File: src/rtl/token_source_pkg.sv
`default_nettype none
// ============================================================================
// token_source_pkg : shared types for the Valid/Nack token transmitter
// Revision: 1.0
// ============================================================================
package token_source_pkg;

  typedef enum logic [1:0] {
    sIDLE = 2'd0,
    sSEND = 2'd1,
    sHOLD = 2'd2
  } fsm_tsrc;

  localparam logic [7:0] STALL_MAX = 8'hFF;

endpackage
`default_nettype wire

File: src/rtl/token_source_if.sv
`default_nettype none
// ============================================================================
// token_source_if : producer handshake, Valid/Nack link and status signals
// Revision: 1.0
// ============================================================================
interface token_source_if #(
  parameter int WIDTH_DATA = 32,
  parameter int DEPTH      = 4
) ();

  logic                       I_Req;
  logic [WIDTH_DATA-1:0]      I_Data;
  logic                       O_Ack;
  logic                       I_Flush;
  logic                       O_Valid;
  logic [WIDTH_DATA-1:0]      O_Data;
  logic                       I_Nack;
  logic [$clog2(DEPTH):0]     O_Count;
  logic [7:0]                 O_StallCnt;

  modport slave (
    input  I_Req, I_Data, I_Flush, I_Nack,
    output O_Ack, O_Valid, O_Data, O_Count, O_StallCnt
  );

  modport master (
    output I_Req, I_Data, I_Flush, I_Nack,
    input  O_Ack, O_Valid, O_Data, O_Count, O_StallCnt
  );

endinterface
`default_nettype wire

File: src/rtl/token_source_fifo.sv
`default_nettype none
// ============================================================================
// token_fifo : DEPTH-entry FIFO with flush and occupancy counter
// Revision: 1.0
// ============================================================================
module token_fifo
  import token_source_pkg::*;
#(
  parameter int WIDTH_DATA = 32,
  parameter int DEPTH      = 4
) (
  input  logic                      clock,
  input  logic                      reset,
  input  logic                      push_i,
  input  logic                      pop_i,
  input  logic                      flush_i,
  input  logic [WIDTH_DATA-1:0]     data_i,
  output logic [WIDTH_DATA-1:0]     data_o,
  output logic [$clog2(DEPTH):0]    count_o,
  output logic                      full_o,
  output logic                      empty_o
);

  localparam int PTR_W = $clog2(DEPTH);
  localparam int CNT_W = PTR_W + 1;

  logic [WIDTH_DATA-1:0] mem_q [DEPTH];
  logic [PTR_W-1:0]      wr_ptr_q;
  logic [PTR_W-1:0]      rd_ptr_q;
  logic [CNT_W-1:0]      count_q;

  logic do_push;
  logic do_pop;

  assign full_o  = (count_q == CNT_W'(DEPTH));
  assign empty_o = (count_q == '0);
  assign do_push = push_i & ~full_o & ~flush_i;
  assign do_pop  = pop_i & ~empty_o & ~flush_i;
  assign data_o  = mem_q[rd_ptr_q];
  assign count_o = count_q;

  always_ff @(posedge clock) begin
    if (do_push) begin
      mem_q[wr_ptr_q] <= data_i;
    end
  end

  // Pointers wrap naturally; occupancy is tracked separately so full/empty never alias.
  always_ff @(posedge clock) begin
    if (reset || flush_i) begin
      wr_ptr_q <= '0;
      rd_ptr_q <= '0;
      count_q  <= '0;
    end else begin
      if (do_push) wr_ptr_q <= wr_ptr_q + PTR_W'(1);
      if (do_pop)  rd_ptr_q <= rd_ptr_q + PTR_W'(1);
      case ({do_push, do_pop})
        2'b10:   count_q <= count_q + CNT_W'(1);
        2'b01:   count_q <= count_q - CNT_W'(1);
        default: count_q <= count_q;
      endcase
    end
  end

endmodule
`default_nettype wire

File: src/rtl/token_source.sv
`default_nettype none
// ============================================================================
// token_source : buffers producer words and issues them as Valid tokens under Nack
// Revision: 1.0
// ============================================================================
module token_source
  import token_source_pkg::*;
#(
  parameter int WIDTH_DATA = 32,
  parameter int DEPTH      = 4
) (
  input  logic           clock,
  input  logic           reset,
  token_source_if.slave  bus
);

  localparam int CNT_W = $clog2(DEPTH) + 1;

  fsm_tsrc               state_q, state_d;
  logic [WIDTH_DATA-1:0] data_q, data_d;
  logic                  skid_spent_q, skid_spent_d;
  logic [7:0]            stall_q, stall_d;

  logic                  load;
  logic                  push;
  logic                  valid;
  logic [WIDTH_DATA-1:0] fifo_head;
  logic [CNT_W-1:0]      fifo_count;
  logic                  fifo_full;
  logic                  fifo_empty;

  assign push  = bus.I_Req & ~fifo_full & ~bus.I_Flush;
  assign valid = (state_q == sSEND);

  token_fifo #(
    .WIDTH_DATA (WIDTH_DATA),
    .DEPTH      (DEPTH)
  ) u_fifo (
    .clock   (clock),
    .reset   (reset),
    .push_i  (push),
    .pop_i   (load),
    .flush_i (bus.I_Flush),
    .data_i  (bus.I_Data),
    .data_o  (fifo_head),
    .count_o (fifo_count),
    .full_o  (fifo_full),
    .empty_o (fifo_empty)
  );

  always_ff @(posedge clock) begin
    if (reset) begin
      state_q      <= sIDLE;
      data_q       <= '0;
      skid_spent_q <= 1'b0;
      stall_q      <= '0;
    end else begin
      state_q      <= state_d;
      data_q       <= data_d;
      skid_spent_q <= skid_spent_d;
      stall_q      <= stall_d;
    end
  end

  always_comb begin
    state_d = state_q;
    load    = 1'b0;
    if (bus.I_Flush) begin
      state_d = sIDLE;
    end else begin
      case (state_q)
        sIDLE: begin
          // Under Nack only the single skid token of the episode may be launched.
          if (!fifo_empty && (!bus.I_Nack || !skid_spent_q)) begin
            load    = 1'b1;
            state_d = sSEND;
          end
        end
        sSEND: begin
          if (bus.I_Nack) begin
            state_d = sHOLD;
          end else if (!fifo_empty) begin
            load = 1'b1;
          end else begin
            state_d = sIDLE;
          end
        end
        sHOLD: begin
          if (!bus.I_Nack) begin
            if (!fifo_empty) begin
              load    = 1'b1;
              state_d = sSEND;
            end else begin
              state_d = sIDLE;
            end
          end
        end
        default: state_d = sIDLE;
      endcase
    end
  end

  always_comb begin
    data_d       = load ? fifo_head : data_q;
    skid_spent_d = skid_spent_q;
    if (!bus.I_Nack) begin
      skid_spent_d = 1'b0;
    end else if (valid) begin
      skid_spent_d = 1'b1;
    end
    stall_d = stall_q;
    if (bus.I_Nack && (!fifo_empty || valid) && (stall_q != STALL_MAX)) begin
      stall_d = stall_q + 8'd1;
    end
  end

  assign bus.O_Valid    = valid;
  assign bus.O_Data     = data_q;
  assign bus.O_Ack      = ~fifo_full;
  assign bus.O_Count    = fifo_count;
  assign bus.O_StallCnt = stall_q;

endmodule
`default_nettype wire

File: src/flat_wrapper.sv
// flat-port wrapper written by rule: the top's interface ports become plain ports
module token_source_flat import token_source_pkg::*;
#(
  parameter int WIDTH_DATA = 32,
  parameter int DEPTH      = 4
)
  (clock, reset, bus_I_Req, bus_I_Data, bus_I_Flush, bus_I_Nack, bus_O_Ack, bus_O_Valid, bus_O_Data, bus_O_Count, bus_O_StallCnt);
  token_source_if #(.WIDTH_DATA(WIDTH_DATA), .DEPTH(DEPTH)) bus_i ();
  input  logic clock;
  input  logic reset;
  input wire logic [$bits(bus_i.I_Req)-1:0] bus_I_Req;
  input wire logic [$bits(bus_i.I_Data)-1:0] bus_I_Data;
  input wire logic [$bits(bus_i.I_Flush)-1:0] bus_I_Flush;
  input wire logic [$bits(bus_i.I_Nack)-1:0] bus_I_Nack;
  output wire logic [$bits(bus_i.O_Ack)-1:0] bus_O_Ack;
  output wire logic [$bits(bus_i.O_Valid)-1:0] bus_O_Valid;
  output wire logic [$bits(bus_i.O_Data)-1:0] bus_O_Data;
  output wire logic [$bits(bus_i.O_Count)-1:0] bus_O_Count;
  output wire logic [$bits(bus_i.O_StallCnt)-1:0] bus_O_StallCnt;
  assign bus_i.I_Req = bus_I_Req;
  assign bus_i.I_Data = bus_I_Data;
  assign bus_i.I_Flush = bus_I_Flush;
  assign bus_i.I_Nack = bus_I_Nack;
  assign bus_O_Ack = bus_i.O_Ack;
  assign bus_O_Valid = bus_i.O_Valid;
  assign bus_O_Data = bus_i.O_Data;
  assign bus_O_Count = bus_i.O_Count;
  assign bus_O_StallCnt = bus_i.O_StallCnt;
  token_source #(.WIDTH_DATA(WIDTH_DATA), .DEPTH(DEPTH)) u_core (.clock(clock), .reset(reset), .bus(bus_i));
endmodule
File: config.mk
export PLATFORM = sky130hd
export DESIGN_NAME = token_source_flat
export DESIGN_NICKNAME = d
export VERILOG_FILES = /design/src/rtl/token_source_pkg.sv /design/src/rtl/token_source_if.sv /design/src/rtl/token_source_fifo.sv /design/src/rtl/token_source.sv /design/src/flat_wrapper.sv
export SDC_FILE = /design/constraint.sdc
export NUM_CORES = 1
export LEC_CHECK = 0
export ABC_AREA = 0
export CAP_MARGIN = 40
export CORE_MARGIN = 3
export CORE_UTILIZATION = 25
export CTS_BUF_LIST = sky130_fd_sc_hd__clkbuf_16
export CTS_CLUSTER_DIAMETER = 30
export CTS_CLUSTER_SIZE = 12
export DETAILED_ROUTE_END_ITERATION = 16
export GPL_TIMING_DRIVEN = 0
export SLEW_MARGIN = 10
export SYNTH_ARGS = -nofsm -noshare
export SYNTH_HDL_FRONTEND = slang
export SYNTH_SLANG_ARGS = --single-unit
export TNS_END_PERCENT = 20
File: constraint.sdc
create_clock -name clock -period 2.9 [get_ports clock]
set_clock_uncertainty 0.15 [all_clocks]
set_input_delay 0.29 -clock clock [delete_from_list [all_inputs] [get_ports clock]]
set_output_delay 0.29 -clock clock [all_outputs]
set_load 0.05 [all_outputs]
# [Yosys cells after proc, flatten, opt, wreduce, memory -nomap -nowiden]
# Memory sizes are Yosys's and may differ from the RTL's. A register that Yosys moved wholly into a read port is not among the register bits.
# Cells that the tools add are included.
# W data, S select, Z words.
[word_totals] out_inout_bits=45 input_bits=37 reg_bits=18 wordCells=61 ram_bits=128 memories=1
[mem_list] name="u_core.u_fifo.mem_q" words=4 word_bits=32 rd=1 rd_clocked_by_memory_dff=1 write_ports=1 line_no="token_source_fifo.sv:27" source="logic [WIDTH_DATA-1:0] mem_q [DEPTH];"
[classes] n_addsub=5 n_mux=14 reduce_logical=16 eq_ne=9 n_bitwise=10
[ops] cell="$add A8 B1 Y8 const B" count=1
[ops] cell="$mux W2" count=4
[ops] cell="$ne A8 B8 Y1 const B" count=1
[ops] cell="$mux W1" count=7
[ops] cell="$and A1 B1 Y1" count=6
[ops] cell="$pmux W2 S3" count=1
[ops] cell="$pmux W3 S2" count=1
[ops] cell="$reduce_or A2 Y1" count=3
[ops] cell="$add A2 B1 Y2 const B" count=2
[ops] cell="$eq A2 B1 Y1 const B" count=2
[ops] cell="$eq A2 B2 Y1 const B" count=2
[ops] cell="$not A1 Y1" count=4
[ops] cell="$add A3 B1 Y3 const B" count=1
[ops] cell="$eq A3 B3 Y1 const B" count=1
[ops] cell="$logic_and A1 B1 Y1" count=3
[ops] cell="$logic_not A1 Y1" count=3
[ops] cell="$logic_not A3 Y1" count=1
[ops] cell="$logic_or A1 B1 Y1" count=3
[ops] cell="$ne A3 B3 Y1 const B" count=1
[ops] cell="$reduce_and A3 Y1" count=1
[ops] cell="$sub A3 B1 Y3 const B" count=1
[ops] cell="$logic_not A2 Y1" count=1
[ops] cell="$ne A2 B1 Y1 const B" count=1
[ops] cell="$ne A2 B2 Y1 const B" count=1
[ops] cell="other kinds (2)" count=2

# [Longest topological paths before layout]
# Gate-level depths: netlist (run 1).
[logic_depth] ltp_word=10 mapped_depth=11

# [Cells and area by module]
# A second synthesis (run 1) with hierarchy kept.
[unflattened] cells_unflattened=396 hier_area_um2=6887.9
[modules_own_cells] module="token_fifo" instances=1 area_each_um2=5117.4 cells_per_inst=224 seq_area_each_um2=4023.9
[modules_own_cells] module="token_source" instances=1 area_each_um2=1770.4 cells_per_inst=172 seq_area_each_um2=860.8

# [Least setup slack after synthesis (run 1)]
# No wires, ideal clock.
[synth_timing] kind="reg-to-reg" start="reg u_core.u_fifo.count_q[2], in the netlist u_core.u_fifo.count_o[2]" end="reg u_core.u_fifo.count_q[2], in the netlist u_core.u_fifo.count_o[2]" path_stages_with_launch=11 t_arrival_ps=2808 period_less_slack_ps=3027 n_path_buf=0 required_time_ps=2680 slack_ps=-127 path_cell_list="dfxtp_1 or3b_2 nand2_1 nor2_1 inv_1 ha_1 inv_1 fa_1 xor2_1 or3_1 a21oi_1"
[synth_via] elab_cells_between_ends=23
[synth_lines] item="start, declared" line_no="token_source_fifo.sv:30" source="logic [CNT_W-1:0] count_q;"
[synth_lines] item="start signal, assigned" line_no="token_source_fifo.sv:58" source="2'b10: count_q <= count_q + CNT_W'(1);"
[synth_lines] item="start signal, assigned" line_no="token_source_fifo.sv:59" source="2'b01: count_q <= count_q - CNT_W'(1);"
[synth_lines] item="start signal, assigned" line_no="token_source_fifo.sv:60" source="default: count_q <= count_q;"
[synth_lines] item="$eq A3 B3 Y1 *" line_no="token_source_fifo.sv:35" source="assign full_o = (count_q == CNT_W'(DEPTH));"
[synth_lines] item="$not A1 Y1 *"
[synth_lines] item="net bus_O_Ack" line_no="flat_wrapper.sv:15" source="output wire logic [$bits(bus_i.O_Ack)-1:0] bus_O_Ack;"
[synth_lines] item="$and A1 B1 Y1 (2 in a row)" line_no="token_source.sv:32" source="assign push = bus.I_Req & ~fifo_full & ~bus.I_Flush;"
[synth_lines] item="$and A1 B1 Y1 * (2 in a row)" line_no="token_source_fifo.sv:37" source="assign do_push = push_i & ~full_o & ~flush_i;"
[synth_lines] item="$eq A2 B1 Y1 or $eq A2 B2 Y1 (tied branches)" line_no="token_source_fifo.sv:57" source="case ({do_push, do_pop})"
[synth_lines] item="$pmux W3 S2 or $reduce_bool A2 Y1 (tied branches)"
# Mark *: on every way through the listed nets, which the timed path passes. The rest lies on a longest branch.
# A chain may end at the register's enable or synchronous reset.

# [Worst setup path in the final report (run 1)]
[layout_timing] start="reg u_core.state_q[0]" end="reg u_core.u_fifo.count_q[2], in the netlist u_core.u_fifo.count_o[2]"
[layout_via] elab_chain_cells=8 elab_cells_between_ends=12
[layout_lines] item="start, declared" line_no="token_source.sv:19" source="fsm_tsrc state_q, state_d;"
[layout_lines] item="start signal, assigned" line_no="token_source.sv:53" source="state_q <= sIDLE;"
[layout_lines] item="start signal, assigned" line_no="token_source.sv:58" source="state_q <= state_d;"
[layout_lines] item="$eq A2 B2 Y1 or $eq A2 B1 Y1 (tied branches)" line_no="token_source.sv:71" source="case (state_q)"
[layout_lines] item="$reduce_or A2 Y1 (no source line)"
[layout_lines] item="$pmux W1 S2 *" line_no="token_source.sv:71"
[layout_lines] item="$mux W1 *" line_no="token_source.sv:68" source="if (bus.I_Flush) begin"
[layout_lines] item="$and A1 B1 Y1 * (2 in a row)" line_no="token_source_fifo.sv:38" source="assign do_pop = pop_i & ~empty_o & ~flush_i;"
[layout_lines] item="net u_core.u_fifo.do_pop" line_no="token_source_fifo.sv:33" source="logic do_pop;"
[layout_lines] item="$eq A2 B1 Y1 or $eq A2 B2 Y1 (tied branches)" line_no="token_source_fifo.sv:57"
[layout_lines] item="$pmux W3 S2 or $reduce_bool A2 Y1 (tied branches)"
# Marked as above.

==> metrics.log, run 1 <==
[metrics] overall die width: 171.9 um
[metrics] number of cells after detailed placement: 861
[metrics] DRC violations left: 0
[metrics] summed instance area of the synthesized netlist: 6877 sq um
[metrics] total CTS buffers: 17
[metrics] total of max-cap violations: 0
[metrics] Yosys reg bits: 178
[metrics] total of buffers placed on input and output ports: 80
[metrics] I/O pin count: 82
[metrics] dominant cell by count in the synthesized netlist: sky130_fd_sc_hd__edfxtp_1
[metrics] average wire per standard cell: 17.56 um
[metrics] DRT Pass-1 Iters: 4
[metrics] worst hold path type: primary input to flip-flop
[metrics] EDFF count, synth: 128
[metrics] number of global-route vias before repair: 4,228
[metrics] chain of cells forming the critical path: inv_2 > ha_4 > nand2b_2 > a2111o_1 > nor2_2 > ha_1 > inv_1 > fa_1 > xor2_1 > or3_1 > a21oi_1
[metrics] number of hold buffers added after CTS: 0
[metrics] setup slack at placement: -0.2691 ns
[metrics] Clock Pin Slew Worst Setup and Hold Paths: 0.07 ns
[metrics] wire length of the first global-routing pass: 24,620 um
[metrics] cell type with the highest aggregate area in the netlist: sky130_fd_sc_hd__edfxtp_1
[metrics] Initial Util: 0.2544
[metrics] Worst Path Class, Setup: flip-flop to flip-flop
[metrics] crit end category: flip-flop
[metrics] Net Count, Synth: 484
[metrics] gate family responsible for the most delay along the worst path: adder cells
[metrics] maximum achievable frequency: 363.5 MHz
[metrics] area used by multi-input combinational logic: 1869 sq um
[metrics] portion of synthesized cell area occupied by the leading cell type: 0.5590
[metrics] wire length reported by the detailed router: 15,720 um
[metrics] Static Leakage: 2.753 nW
[metrics] most instantiated flip-flop cell in the synthesis netlist: sky130_fd_sc_hd__edfxtp_1
[metrics] placed inst area: 8215 sq um
[metrics] crit-path max cell delay: 0.46 ns
[metrics] pin count of the biggest net entering global routing: 25
[metrics] Filler Cells Inserted: 2,654
[metrics] final critical-path share of the clock period: 0.9485
[metrics] setup violation total in the final timing report: 0
[metrics] maximum fanout along the worst path: 5
[metrics] Overall Global Routing Usage: 0.1121
[metrics] top cells by count, synth: 128 x sky130_fd_sc_hd__edfxtp_1, 50 x sky130_fd_sc_hd__dfxtp_1, 45 x sky130_fd_sc_hd__a21oi_1
[metrics] worst ir drop on vdd: 341.7 uV
[metrics] synthesized netlist cell count: 436
[metrics] Clock Root Buffer: sky130_fd_sc_hd__clkbuf_16
[metrics] iteration-0 DRC count of the detailed router: 211
[metrics] final standard cell count with taps included and fillers excluded: 895
[metrics] number of antenna violations at the first check in global routing: 1
[metrics] TritonCTS clock tree: built
[metrics] count of warnings emitted by yosys: 0
[metrics] Critical path buffers and inverters: 2
[metrics] leading cell types by total area after synthesis: sky130_fd_sc_hd__edfxtp_1 56%, sky130_fd_sc_hd__dfxtp_1 15%, sky130_fd_sc_hd__mux4_2 10%
[metrics] area inside the core boundary: 27,030 sq um
[metrics] proportion of register bits with asynchronous set or reset after synthesis: 0
[metrics] final instance area: 8855 sq um
[metrics] total number of nets in the final design: 588
[metrics] share of final-layout standard cells stronger than drive strength 1: 0.1736
[metrics] result of the run: finished clean
[metrics] measured slew at the worst slew-check pin: 0.8673 ns
[metrics] post-synthesis area per instance: 15.77 sq um
[metrics] register area share after synthesis: 0.7045
[metrics] power per unit of standard cell area: 620.7 nW/um^2
[metrics] via count: 4,058
[metrics] post-layout min period: 2.751 ns
[metrics] height of the chip: 171.9 um
[metrics] synthesis-to-finish area growth: 28.77%
[metrics] worst setup slack after layout: 0.1493 ns
[metrics] setup repair after global routing missed its margin: false
[metrics] floorplan die area: 29,530 sq um
[metrics] ratio of routed vias to standard cells: 4.534
[metrics] Max clock buf depth: 2
[metrics] required time of the critical path: 3.11 ns
[metrics] Critical Path AT: 2.96 ns
[metrics] number of max-slew violations in the final report: 0
[metrics] relative slew slack: 0.4187
[metrics] startpoint type of the worst setup path: flip-flop
[metrics] number of unique standard cell types used by synthesis: 40
[metrics] global-route congestion overflow total: 0
[metrics] final weighted congestion in routability-driven placement: 0.7845
[metrics] count of final hold-check violations: 0
[metrics] Slowest cell on crit path: sky130_fd_sc_hd__a2111o_1
[metrics] total number of H-tree levels: 4
[metrics] HPWL Detailed: 10,830 um
[metrics] TritonCTS sink count: 178
[metrics] Clk Latency, worst-skew pair: 0.44 ns
[metrics] Rows: 60
[metrics] post-layout total power: 5.496 mW
[metrics] flip-flop and latch area: 4846 sq um
[metrics] count of nets left with antenna violations after detail routing: 0
[worst reg2reg max path: stages (launching register included)]
cell	delay (ns)
sky130_fd_sc_hd__dfxtp_1	0.36
sky130_fd_sc_hd__inv_2	0.10
sky130_fd_sc_hd__ha_4	0.16
sky130_fd_sc_hd__nand2b_2	0.08
sky130_fd_sc_hd__a2111o_1	0.46
sky130_fd_sc_hd__nor2_2	0.15
sky130_fd_sc_hd__ha_1	0.20
sky130_fd_sc_hd__inv_1	0.06
sky130_fd_sc_hd__fa_1	0.37
sky130_fd_sc_hd__xor2_1	0.15
sky130_fd_sc_hd__or3_1	0.30
sky130_fd_sc_hd__a21oi_1	0.14
[per-stage QoR]
stage,hold WS [ns],TNS (ns),util
after floorplan,0.2389,0,-
after global placement,0.3134,-42.81,0.3000
after detailed placement,0.3220,-0.2929,0.3040
after CTS,0.1524,0,0.3271
after global routing,0.1608,0,0.3276
final,0.1723,0,0.3276
[cells by family (layout without fill, tap and decap cells)]
kind of cell | count (synthesis) | in the layout | share of synthesized area
xor gates and xnor gates | 4 | 4 | 0.005096
muxes | 35 | 35 | 0.1094
and+or+nand+nor | 78 | 78 | 0.05895
other | 0 | 1 | 0
buffers and inverters | 38 | 155 | 0.02693
adders and majority gates | 11 | 11 | 0.02111
AOI/OAI and AO/OA | 92 | 92 | 0.07406
DFF | 178 | 178 | 0.7045
[flip-flops by register name, summed over array words and instances, names as in the netlist]
name	cells
u_core.u_fifo.mem_q	128
u_core.state_q	2
u_core.bus.O_Data	32
u_core.u_fifo.wr_ptr_q	2
u_core.skid_spent_q	1
u_core.bus.O_StallCnt	8
u_core.u_fifo.count_o	3
u_core.u_fifo.rd_ptr_q	2
[layout make-up]
type	instances	share of cell area
Sequential cell	178	0.5473
Multi-Input combinational cell	220	0.2111
Timing Repair Buffer	85	0.1029
Tap cell	341	0.04818
Clock buffer	17	0.04804
Clock inverter	15	0.02134
Buffer	28	0.01667
Inverter	10	0.004239
Antenna cell	1	0.0002826
[final timing paths]
check                                     startpoint                       end  slack, ns  cells past startpoint
worst max-delay path               u_core.state_q[0]  u_core.u_fifo.count_o[2]       0.15                     11
worst min register to register  u_core.bus.O_Data[3]      u_core.bus.O_Data[3]       0.33                      2
worst min-delay path                           reset       u_core.skid_spent_q       0.17                      2
worst max register to register     u_core.state_q[0]  u_core.u_fifo.count_o[2]       0.15                     11
[placed cells by master (no fill, tap or decap), types with 2 or more instances in the layout]
| master | synthesis | final |
|---|---|---|
| sky130_fd_sc_hd__or3_1 | 7 | 7 |
| sky130_fd_sc_hd__clkbuf_1 | 17 | 17 |
| sky130_fd_sc_hd__ha_1 | 10 | 9 |
| sky130_fd_sc_hd__buf_6 | 2 | 2 |
| sky130_fd_sc_hd__edfxtp_1 | 128 | 128 |
| sky130_fd_sc_hd__xor2_1 | 3 | 3 |
| sky130_fd_sc_hd__buf_4 | 3 | 4 |
| sky130_fd_sc_hd__inv_1 | 10 | 8 |
| sky130_fd_sc_hd__o21ai_0 | 37 | 37 |
| sky130_fd_sc_hd__o31ai_1 | 3 | 3 |
| sky130_fd_sc_hd__inv_6 | 0 | 3 |
| sky130_fd_sc_hd__dfxtp_1 | 50 | 49 |
| sky130_fd_sc_hd__clkinv_8 | 0 | 3 |
| sky130_fd_sc_hd__clkbuf_16 | 0 | 17 |
| sky130_fd_sc_hd__mux2i_1 | 2 | 2 |
| sky130_fd_sc_hd__clkinv_4 | 0 | 3 |
| sky130_fd_sc_hd__nor2_1 | 13 | 12 |
| sky130_fd_sc_hd__inv_2 | 0 | 2 |
| sky130_fd_sc_hd__mux4_2 | 32 | 32 |
| sky130_fd_sc_hd__inv_8 | 0 | 3 |
| sky130_fd_sc_hd__and2_2 | 0 | 4 |
| sky130_fd_sc_hd__buf_16 | 0 | 3 |
| sky130_fd_sc_hd__buf_2 | 4 | 4 |
| sky130_fd_sc_hd__a21oi_1 | 45 | 45 |
| sky130_fd_sc_hd__clkdlybuf4s50_1 | 0 | 80 |
| sky130_fd_sc_hd__or4_1 | 3 | 3 |
| sky130_fd_sc_hd__nand2_1 | 6 | 6 |
| sky130_fd_sc_hd__nand3_1 | 37 | 37 |
[metal layers]
layer,global-route usage,routed length (um),share of wire,up-vias
met1,0.1483,7130,0.45,2030
met2,0.1812,7609,0.48,100
met3,0.03155,808,0.051,15
met5,0,0,0,-
li1,-,-,-,1913
met4,0.03263,169,0.011,0
[report_power, final]
| group | switching (mW) | leakage [nW] | total, mW | internal [mW] |
|---|---|---|---|---|
| Sequential | 0.0195 | 1.57 | 2.79 | 2.77 |
| Combinational | 0.216 | 0.890 | 0.359 | 0.143 |
| Clock | 1.10 | 0.296 | 2.35 | 1.24 |
[what timing repair did]
action                     CTS  global route
pin swaps                    1             0
gates resized for setup      1             4
setup endpoints to repair    1             1
setup buffers                1             0
gates cloned                 0             0
(Power assumes the default switching activity.)
==> run 2, diff against run 1 <==
--- a/config.mk
+++ b/config.mk
@@ -6,7 +6,7 @@
 export NUM_CORES = 1
 export LEC_CHECK = 0
 export ABC_AREA = 0
-export CAP_MARGIN = 40
+export CORE_ASPECT_RATIO = 1.25
 export CORE_MARGIN = 3
 export CORE_UTILIZATION = 25
 export CTS_BUF_LIST = sky130_fd_sc_hd__clkbuf_16
==> run 2 against run 1 <==
Against the previous run:
- global-route usage fell by 0.12 points
- die area barely moved
- sequential cell count did not move
- first-iteration DRC count fell by 20%
- clock-buffer cell count did not move
- non-clock buffer count did not move
- critical path type unchanged
- highest routed layer unchanged
==> metrics.log, run 2 (synthesis results as in run 1) <==
[metrics] number of flip-flops under the largest register name: 128 (unchanged)
[metrics] power per unit of standard cell area: 613.4 nW/um^2 (was 620.7 nW/um^2)
[metrics] final weighted congestion in routability-driven placement: 0.7602 (was 0.7845)
[metrics] result of the run: finished clean (unchanged)
[metrics] wire length of the first global-routing pass: 24,830 um (was 24,620 um)
[metrics] most numerous cell on the critical path: sky130_fd_sc_hd__inv_1
[metrics] pin count of the biggest net entering global routing: 20 (was 25)
[metrics] commonest cells after routing, fill and taps aside: 128 x sky130_fd_sc_hd__edfxtp_1, 80 x sky130_fd_sc_hd__clkdlybuf4s50_1, 48 x sky130_fd_sc_hd__dfxtp_1, 45 x sky130_fd_sc_hd__a21oi_1 (was 128 x sky130_fd_sc_hd__edfxtp_1, 80 x sky130_fd_sc_hd__clkdlybuf4s50_1, 49 x sky130_fd_sc_hd__dfxtp_1, 45 x sky130_fd_sc_hd__a21oi_1)
[metrics] number of global-route vias before repair: 4,221 (was 4,228)
[metrics] total CTS buffers: 17 (unchanged)
[metrics] Rows: 67 (was 60)
[metrics] TritonCTS sink count: 178 (unchanged)
[metrics] final critical-path share of the clock period: 0.9369 (was 0.9485)
[metrics] relative slew slack: 0.4141 (was 0.4187)
[metrics] ratio of routed vias to standard cells: 4.483 (was 4.534)
[metrics] TritonCTS clock tree: built (unchanged)
[metrics] worst r2r src: u_core.state_q[1] (was u_core.state_q[0])
[metrics] DRT Pass-1 Iters: 4 (unchanged)
[metrics] Clock Root Buffer: sky130_fd_sc_hd__clkbuf_16 (unchanged)
[metrics] number of max-slew violations in the final report: 0 (unchanged)
[metrics] Slowest cell on crit path: sky130_fd_sc_hd__a2111o_1 (unchanged)
[metrics] diode count: 0 (was 1)
[metrics] Filler Cells Inserted: 2,684 (was 2,654)
[metrics] Overall Global Routing Usage: 0.1109 (was 0.1121)
[metrics] required time of the critical path: 3.10 ns (was 3.11 ns)
[metrics] maximum fanout along the worst path: 5 (unchanged)
[metrics] global-route congestion overflow total: 0 (unchanged)
[metrics] Critical Path AT: 2.92 ns (was 2.96 ns)
[metrics] crit end category: flip-flop (unchanged)
[metrics] R2R setup slack: 0.18 ns (was 0.15 ns)
[metrics] total number of nets in the final design: 588 (unchanged)
[metrics] share of final-layout standard cells stronger than drive strength 1: 0.1682 (was 0.1736)
[metrics] synthesis-to-finish area growth: 28.20% (was 28.77%)
[metrics] capture point of the critical path: u_core.u_fifo.count_o[2] (unchanged)
[metrics] iteration-0 DRC count of the detailed router: 168 (was 211)
[metrics] number of antenna violations at the first check in global routing: 0 (was 1)
[metrics] total of buffers placed on input and output ports: 80 (unchanged)
[metrics] via count: 4,026 (was 4,058)
[metrics] total number of H-tree levels: 4 (unchanged)
[metrics] worst ir drop on vdd: 289.4 uV (was 341.7 uV)
[metrics] Hold Path Cell Cnt: 2 (unchanged)
[metrics] Worst Path Class, Setup: flip-flop to flip-flop (unchanged)
[metrics] r2r worst-path depth: 11 (unchanged)
[metrics] number of hold buffers added after CTS: 0 (unchanged)
[metrics] post-layout total power: 5.408 mW (was 5.496 mW)
[metrics] Clk Latency, worst-skew pair: 0.42 ns (was 0.44 ns)
[metrics] average wire per standard cell: 17.44 um (was 17.56 um)
[metrics] setup violation total in the final timing report: 0 (unchanged)
[metrics] setup repair after global routing missed its margin: false (unchanged)
[metrics] most common cell after layout, fill and taps aside: sky130_fd_sc_hd__edfxtp_1 (unchanged)
[metrics] floorplan die area: 29,540 sq um (was 29,530 sq um)
[metrics] measured slew at the worst slew-check pin: 0.8740 ns (was 0.8673 ns)
[metrics] worst hold path type: primary input to flip-flop (unchanged)
[metrics] number of cells after detailed placement: 865 (was 861)
[metrics] utilization after layout: 0.3266 (was 0.3276)
[metrics] worst setup path startpoint: u_core.state_q[1] (was u_core.state_q[0])
[metrics] wire length reported by the detailed router: 15,660 um (was 15,720 um)
[metrics] total of max-cap violations: 0 (unchanged)
[metrics] count of final hold-check violations: 0 (unchanged)
[metrics] Initial Util: 0.2548 (was 0.2544)
[metrics] DRC violations left: 0 (unchanged)
[metrics] Max clock buf depth: 2 (unchanged)
[metrics] height of the chip: 191.4 um (was 171.9 um)
[metrics] maximum achievable frequency: 368.1 MHz (was 363.5 MHz)
[metrics] chain of cells forming the critical path: inv_1 > ha_2 > nand2b_2 > a2111o_1 > nor2_4 > ha_1 > inv_1 > fa_1 > xor2_1 > or3_1 > a21oi_1 (was inv_2 > ha_4 > nand2b_2 > a2111o_1 > nor2_2 > ha_1 > inv_1 > fa_1 > xor2_1 > or3_1 > a21oi_1)
[metrics] overall die width: 154.3 um (was 171.9 um)
[metrics] area inside the core boundary: 26,990 sq um (was 27,030 sq um)
[metrics] I/O pin count: 82 (unchanged)
[metrics] tightest hold margin: 0.2025 ns (was 0.1723 ns)
[metrics] Static Leakage: 2.744 nW (was 2.753 nW)
[metrics] startpoint type of the worst setup path: flip-flop (unchanged)
[metrics] Clock Pin Slew Worst Setup and Hold Paths: 0.07 ns (about the same)
[metrics] Largest Register: u_core.u_fifo.mem_q (unchanged)
[metrics] crit-path max cell delay: 0.42 ns (was 0.46 ns)
[metrics] count of nets left with antenna violations after detail routing: 0 (unchanged)
[metrics] post-layout min period: 2.717 ns (was 2.751 ns)
[metrics] Worst R2R End: u_core.u_fifo.count_o[2] (unchanged)
[metrics] HPWL Detailed: 10,770 um (was 10,830 um)
[metrics] final standard cell count with taps included and fillers excluded: 898 (was 895)
[run 2: final cells by class]
type                    count  area [sq um]  share of cell area
inverters                  10         37.54            0.004258
clock inverters            15         151.4             0.01717
flip-flops and latches    178          4847              0.5498
clock buffers              17         425.4             0.04825
multi-input cells         220          1864              0.2115
plain buffers              28         147.6             0.01675
repair buffers             85         910.9              0.1033
well taps                 345         431.7             0.04896
[run 2: critical path, delay by kind of cell, from the launching register on]
kind / cells / cell delay, ns
xor gates and xnor gates: 1 / 0.15
adders and majority gates: 3 / 0.79
and+or+nand+nor: 3 / 0.51
buffers and inverters: 2 / 0.16
AOI/OAI and AO/OA: 2 / 0.55
DFF: 1 / 0.33
[run 2: power breakdown]
| part | switching [mW] | internal, mW | leakage (nW) |
|---|---|---|---|
| Sequential | 0.0179 | 2.77 | 1.57 |
| Clock | 0.980 | 1.28 | 0.289 |
| Combinational | 0.217 | 0.143 | 0.887 |
| Total | 1.22 | 4.19 | 2.74 |
[run 2: how the worst min path moves through the flow]
stage | startpoint | end
detailed placement | u_core.bus.O_Data[17] | u_core.bus.O_Data[17]
floorplan | bus_I_Data[0] | u_core.u_fifo.mem_q[0][0]
finish | reset | u_core.skid_spent_q
CTS | reset | u_core.skid_spent_q
global placement | u_core.bus.O_Data[17] | u_core.bus.O_Data[17]
global route | reset | u_core.skid_spent_q
[run 2: timing repair]
action                                 4_1_cts  5_1_grt
pin swaps                                    1        1
gates resized for setup                      0        4
endpoints found under the hold margin        0        0
setup buffers                                1        0
setup endpoints to repair                    1        1
[run 2: layer usage]
metal / vias up / track usage / share of wire
met4: 0 / 0.02345 / 0.0089
met1: 2014 / 0.1401 / 0.43
li1: 1903 / - / -
met3: 12 / 0.03419 / 0.056
met5: - / 0 / 0
met2: 97 / 0.1883 / 0.50
[run 2: through the flow]
stage | setup WS (ns) | setup TNS, ns | instance area (sq um)
2_1_floorplan | 0.1461 | 0 | 6880
3_3_place_gp | -0.3528 | -40.85 | 8113
3_5_place_dp | -0.2282 | -0.2342 | 8220
4_1_cts | 0.01645 | 0 | 8805
5_1_grt | 0.003414 | 0 | 8816
6_report | 0.1830 | 0 | 8816
==> run 3, diff against run 2 <==
--- a/config.mk
+++ b/config.mk
@@ -8,12 +8,13 @@
 export ABC_AREA = 0
 export CORE_ASPECT_RATIO = 1.25
 export CORE_MARGIN = 3
-export CORE_UTILIZATION = 25
+export CORE_UTILIZATION = 45
 export CTS_BUF_LIST = sky130_fd_sc_hd__clkbuf_16
 export CTS_CLUSTER_DIAMETER = 30
 export CTS_CLUSTER_SIZE = 12
 export DETAILED_ROUTE_END_ITERATION = 16
 export GPL_TIMING_DRIVEN = 0
+export PLACE_DENSITY = 0.69
 export SLEW_MARGIN = 10
 export SYNTH_ARGS = -nofsm -noshare
 export SYNTH_HDL_FRONTEND = slang
==> run 3 against run 2 <==
Against the previous run:
- cell area fell by 2.1%
- global-route usage up 7.3 points
- cell count is 19% lower
- die area fell by 43%
- critical path depth did not move
- first-iteration DRC count up 71%
- sequential power about the same
- clock power rose by 5%
- routed wire length fell by 7.5%
- via count is 3.3% higher
- register-to-register slack got worse by 0.04 ns
- maximum frequency fell by 1.5%
- largest cell class unchanged
==> metrics.log, run 3 (synthesis results as in run 1) <==
[metrics] flip-flop and latch area: 4848 sq um (was 4847 sq um)
[metrics] TritonCTS sink count: 178 (unchanged)
[metrics] most numerous cell on the critical path: sky130_fd_sc_hd__inv_1 (unchanged)
[metrics] count of nets left with antenna violations after detail routing: 0 (unchanged)
[metrics] most common cell after layout, fill and taps aside: sky130_fd_sc_hd__edfxtp_1 (unchanged)
[metrics] final weighted congestion in routability-driven placement: 0.8453 (was 0.7602)
[metrics] number of flip-flops under the largest register name: 128 (unchanged)
[metrics] maximum achievable frequency: 362.6 MHz (was 368.1 MHz)
[metrics] height of the chip: 144.2 um (was 191.4 um)
[metrics] setup violation total in the final timing report: 0 (unchanged)
[metrics] Largest Register: u_core.u_fifo.mem_q (unchanged)
[metrics] measured slew at the worst slew-check pin: 0.7546 ns (was 0.8740 ns)
[metrics] global-route congestion overflow total: 0 (unchanged)
[metrics] relative slew slack: 0.4942 (was 0.4141)
[metrics] average wire per standard cell: 19.83 um (was 17.44 um)
[metrics] worst hold path type: primary input to flip-flop (unchanged)
[metrics] total of buffers placed on input and output ports: 80 (unchanged)
[metrics] Clk Latency, worst-skew pair: 0.43 ns (was 0.42 ns)
[metrics] Max clock buf depth: 2 (unchanged)
[metrics] Filler Cells Inserted: 1,131 (was 2,684)
[metrics] final critical-path share of the clock period: 0.9510 (was 0.9369)
[metrics] area used by multi-input combinational logic: 1872 sq um (was 1864 sq um)
[metrics] ratio of routed vias to standard cells: 5.689 (was 4.483)
[metrics] grt met3 use: 0.05149 (was 0.03419)
[metrics] result of the run: finished clean (unchanged)
[metrics] worst ir drop on vdd: 638.7 uV (was 289.4 uV)
[metrics] TritonCTS clock tree: built (unchanged)
[metrics] number of max-slew violations in the final report: 0 (unchanged)
[metrics] Worst Path Class, Setup: flip-flop to flip-flop (unchanged)
[metrics] floorplan die area: 16,810 sq um (was 29,540 sq um)
[metrics] wire length of the first global-routing pass: 22,710 um (was 24,830 um)
[metrics] share of power burned in the clock network: 0.430 (was 0.418)
[metrics] DRT Pass-1 Iters: 5 (was 4)
[metrics] number of antenna violations at the first check in global routing: 0 (unchanged)
[metrics] synthesis-to-finish area growth: 25.55% (was 28.20%)
[metrics] pin count of the biggest net entering global routing: 22 (was 20)
[metrics] total CTS buffers: 17 (unchanged)
[metrics] required time of the critical path: 3.11 ns (was 3.10 ns)
[metrics] DRC violations left: 0 (unchanged)
[metrics] Slowest cell on crit path: sky130_fd_sc_hd__a2111o_1 (unchanged)
[metrics] met1 track demand over resource: 0.2293 (was 0.1401)
[metrics] setup repair after global routing missed its margin: false (unchanged)
[metrics] I/O pin count: 82 (unchanged)
[metrics] commonest cells after routing, fill and taps aside: 128 x sky130_fd_sc_hd__edfxtp_1, 80 x sky130_fd_sc_hd__clkdlybuf4s50_1, 47 x sky130_fd_sc_hd__dfxtp_1, 45 x sky130_fd_sc_hd__a21oi_1 (was 128 x sky130_fd_sc_hd__edfxtp_1, 80 x sky130_fd_sc_hd__clkdlybuf4s50_1, 48 x sky130_fd_sc_hd__dfxtp_1, 45 x sky130_fd_sc_hd__a21oi_1)
[metrics] iteration-0 DRC count of the detailed router: 287 (was 168)
[metrics] total number of H-tree levels: 4 (unchanged)
[metrics] maximum fanout along the worst path: 5 (unchanged)
[metrics] combinational group share of total power: 0.065 (was 0.067)
[metrics] part of the power in registers: 0.506 (was 0.516)
[metrics] total of max-cap violations: 0 (unchanged)
[metrics] net switching power: 1.172 mW (was 1.215 mW)
[metrics] wire length reported by the detailed router: 14,490 um (was 15,660 um)
[metrics] tightest hold margin: 0.09119 ns (was 0.2025 ns)
[metrics] crit end category: flip-flop (unchanged)
[metrics] Overall Global Routing Usage: 0.1837 (was 0.1109)
[metrics] chain of cells forming the critical path: inv_1 > ha_4 > nand2b_2 > a2111o_1 > nor2_2 > ha_2 > inv_1 > fa_1 > xor2_1 > or3_1 > a21oi_1 (was inv_1 > ha_2 > nand2b_2 > a2111o_1 > nor2_4 > ha_1 > inv_1 > fa_1 > xor2_1 > or3_1 > a21oi_1)
[metrics] Static Leakage: 2.750 nW (was 2.744 nW)
[metrics] cell-internal power: 4.351 mW (was 4.193 mW)
[metrics] startpoint type of the worst setup path: flip-flop (unchanged)
[metrics] diode count: 0 (unchanged)
[metrics] HPWL Detailed: 9410 um (was 10,770 um)
[metrics] Critical Path AT: 2.97 ns (was 2.92 ns)
[metrics] Clock Root Buffer: sky130_fd_sc_hd__clkbuf_16 (unchanged)
[metrics] power per unit of standard cell area: 639.7 nW/um^2 (was 613.4 nW/um^2)
[metrics] switching share of total power: 0.2122 (was 0.2247)
[metrics] Clock Pin Slew Worst Setup and Hold Paths: 0.07 ns (about the same)
[metrics] peak-usage layer in the global routing report: met2 (unchanged)
[metrics] final standard cell count with taps included and fillers excluded: 731 (was 898)
[metrics] via count: 4,159 (was 4,026)
[metrics] post-layout min period: 2.758 ns (was 2.717 ns)
[metrics] area inside the core boundary: 14,650 sq um (was 26,990 sq um)
[metrics] overall die width: 116.6 um (was 154.3 um)
[metrics] Initial Util: 0.4693 (was 0.2548)
[metrics] number of cells after detailed placement: 698 (was 865)
[metrics] Rows: 49 (was 67)
[metrics] count of final hold-check violations: 0 (unchanged)
[metrics] global-route track usage on met2: 0.3077 (was 0.1883)
[metrics] share of final-layout standard cells stronger than drive strength 1: 0.1700 (was 0.1682)
[metrics] total number of nets in the final design: 588 (unchanged)
[metrics] crit-path max cell delay: 0.41 ns (was 0.42 ns)
[metrics] number of global-route vias before repair: 4,252 (was 4,221)
-- run 3: path summary, 6_finish.rpt --
path / startpoint / to / slack, ns / cells past startpoint
max: u_core.state_q[1] / u_core.u_fifo.count_o[2] / 0.14 / 11
min reg2reg: u_core.bus.O_Data[1] / u_core.bus.O_Data[1] / 0.32 / 2
min: reset / u_core.skid_spent_q / 0.09 / 2
max reg2reg: u_core.state_q[1] / u_core.u_fifo.count_o[2] / 0.14 / 11
-- run 3: critical path, delay by kind of cell, from the launching register on --
family                     cells  cell delay [ns]
and+or+nand+nor                3             0.56
DFF                            1             0.33
adders and majority gates      3             0.76
xor gates and xnor gates       1             0.16
buffers and inverters          2             0.18
AOI/OAI and AO/OA              2             0.55
-- run 3: through the flow --
| step | power, mW | setup TNS [ns] | util | cell area, sq um | worst slack (ns) |
|---|---|---|---|---|---|
| 6_report | 5.523 | 0 | 0.5892 | 8633 | 0.1420 |
| 5_1_grt | 5.713 | 0 | 0.5892 | 8633 | 0.01657 |
| 4_1_cts | 5.569 | 0 | 0.5880 | 8616 | 0.03726 |
| 3_5_place_dp | 3.202 | -0.2854 | 0.5452 | 7989 | -0.2740 |
| 3_3_place_gp | 3.184 | -30.52 | 0.5394 | 7904 | -0.2477 |
| 2_1_floorplan | 3.039 | 0 | - | 6880 | 0.1461 |
-- run 3: what timing repair did --
| item | CTS | global route |
|---|---|---|
| endpoints found under the setup margin | 1 | 1 |
| setup buffers | 1 | 0 |
| gates resized for setup | 1 | 5 |
| hold buffers | 0 | 0 |
| pin swaps | 1 | 2 |
-- run 3: power groups by stage --
stage	logic [mW]	clock network (mW)	registers [mW]
final	0.356	2.37	2.79
after floorplan	0.147	0	2.89
after global placement	0.338	0	2.85
after detailed placement	0.354	0	2.85
after global routing	0.385	2.53	2.79
after CTS	0.358	2.42	2.79
-- run 3: layout make-up --
class	count	share of cell area
flip-flops and latches	178	0.5616
clock inverters	15	0.02217
clock buffers	17	0.04928
well taps	178	0.02580
repair buffers	85	0.1029
plain buffers	28	0.01710
inverters	10	0.004348
multi-input cells	220	0.2168
-- run 3: routing by layer --
layer / up-vias / routed length [um]
met5: - / 0
met4: 0 / 166
met3: 18 / 902
met2: 145 / 7681
met1: 2093 / 5745
li1: 1903 / -
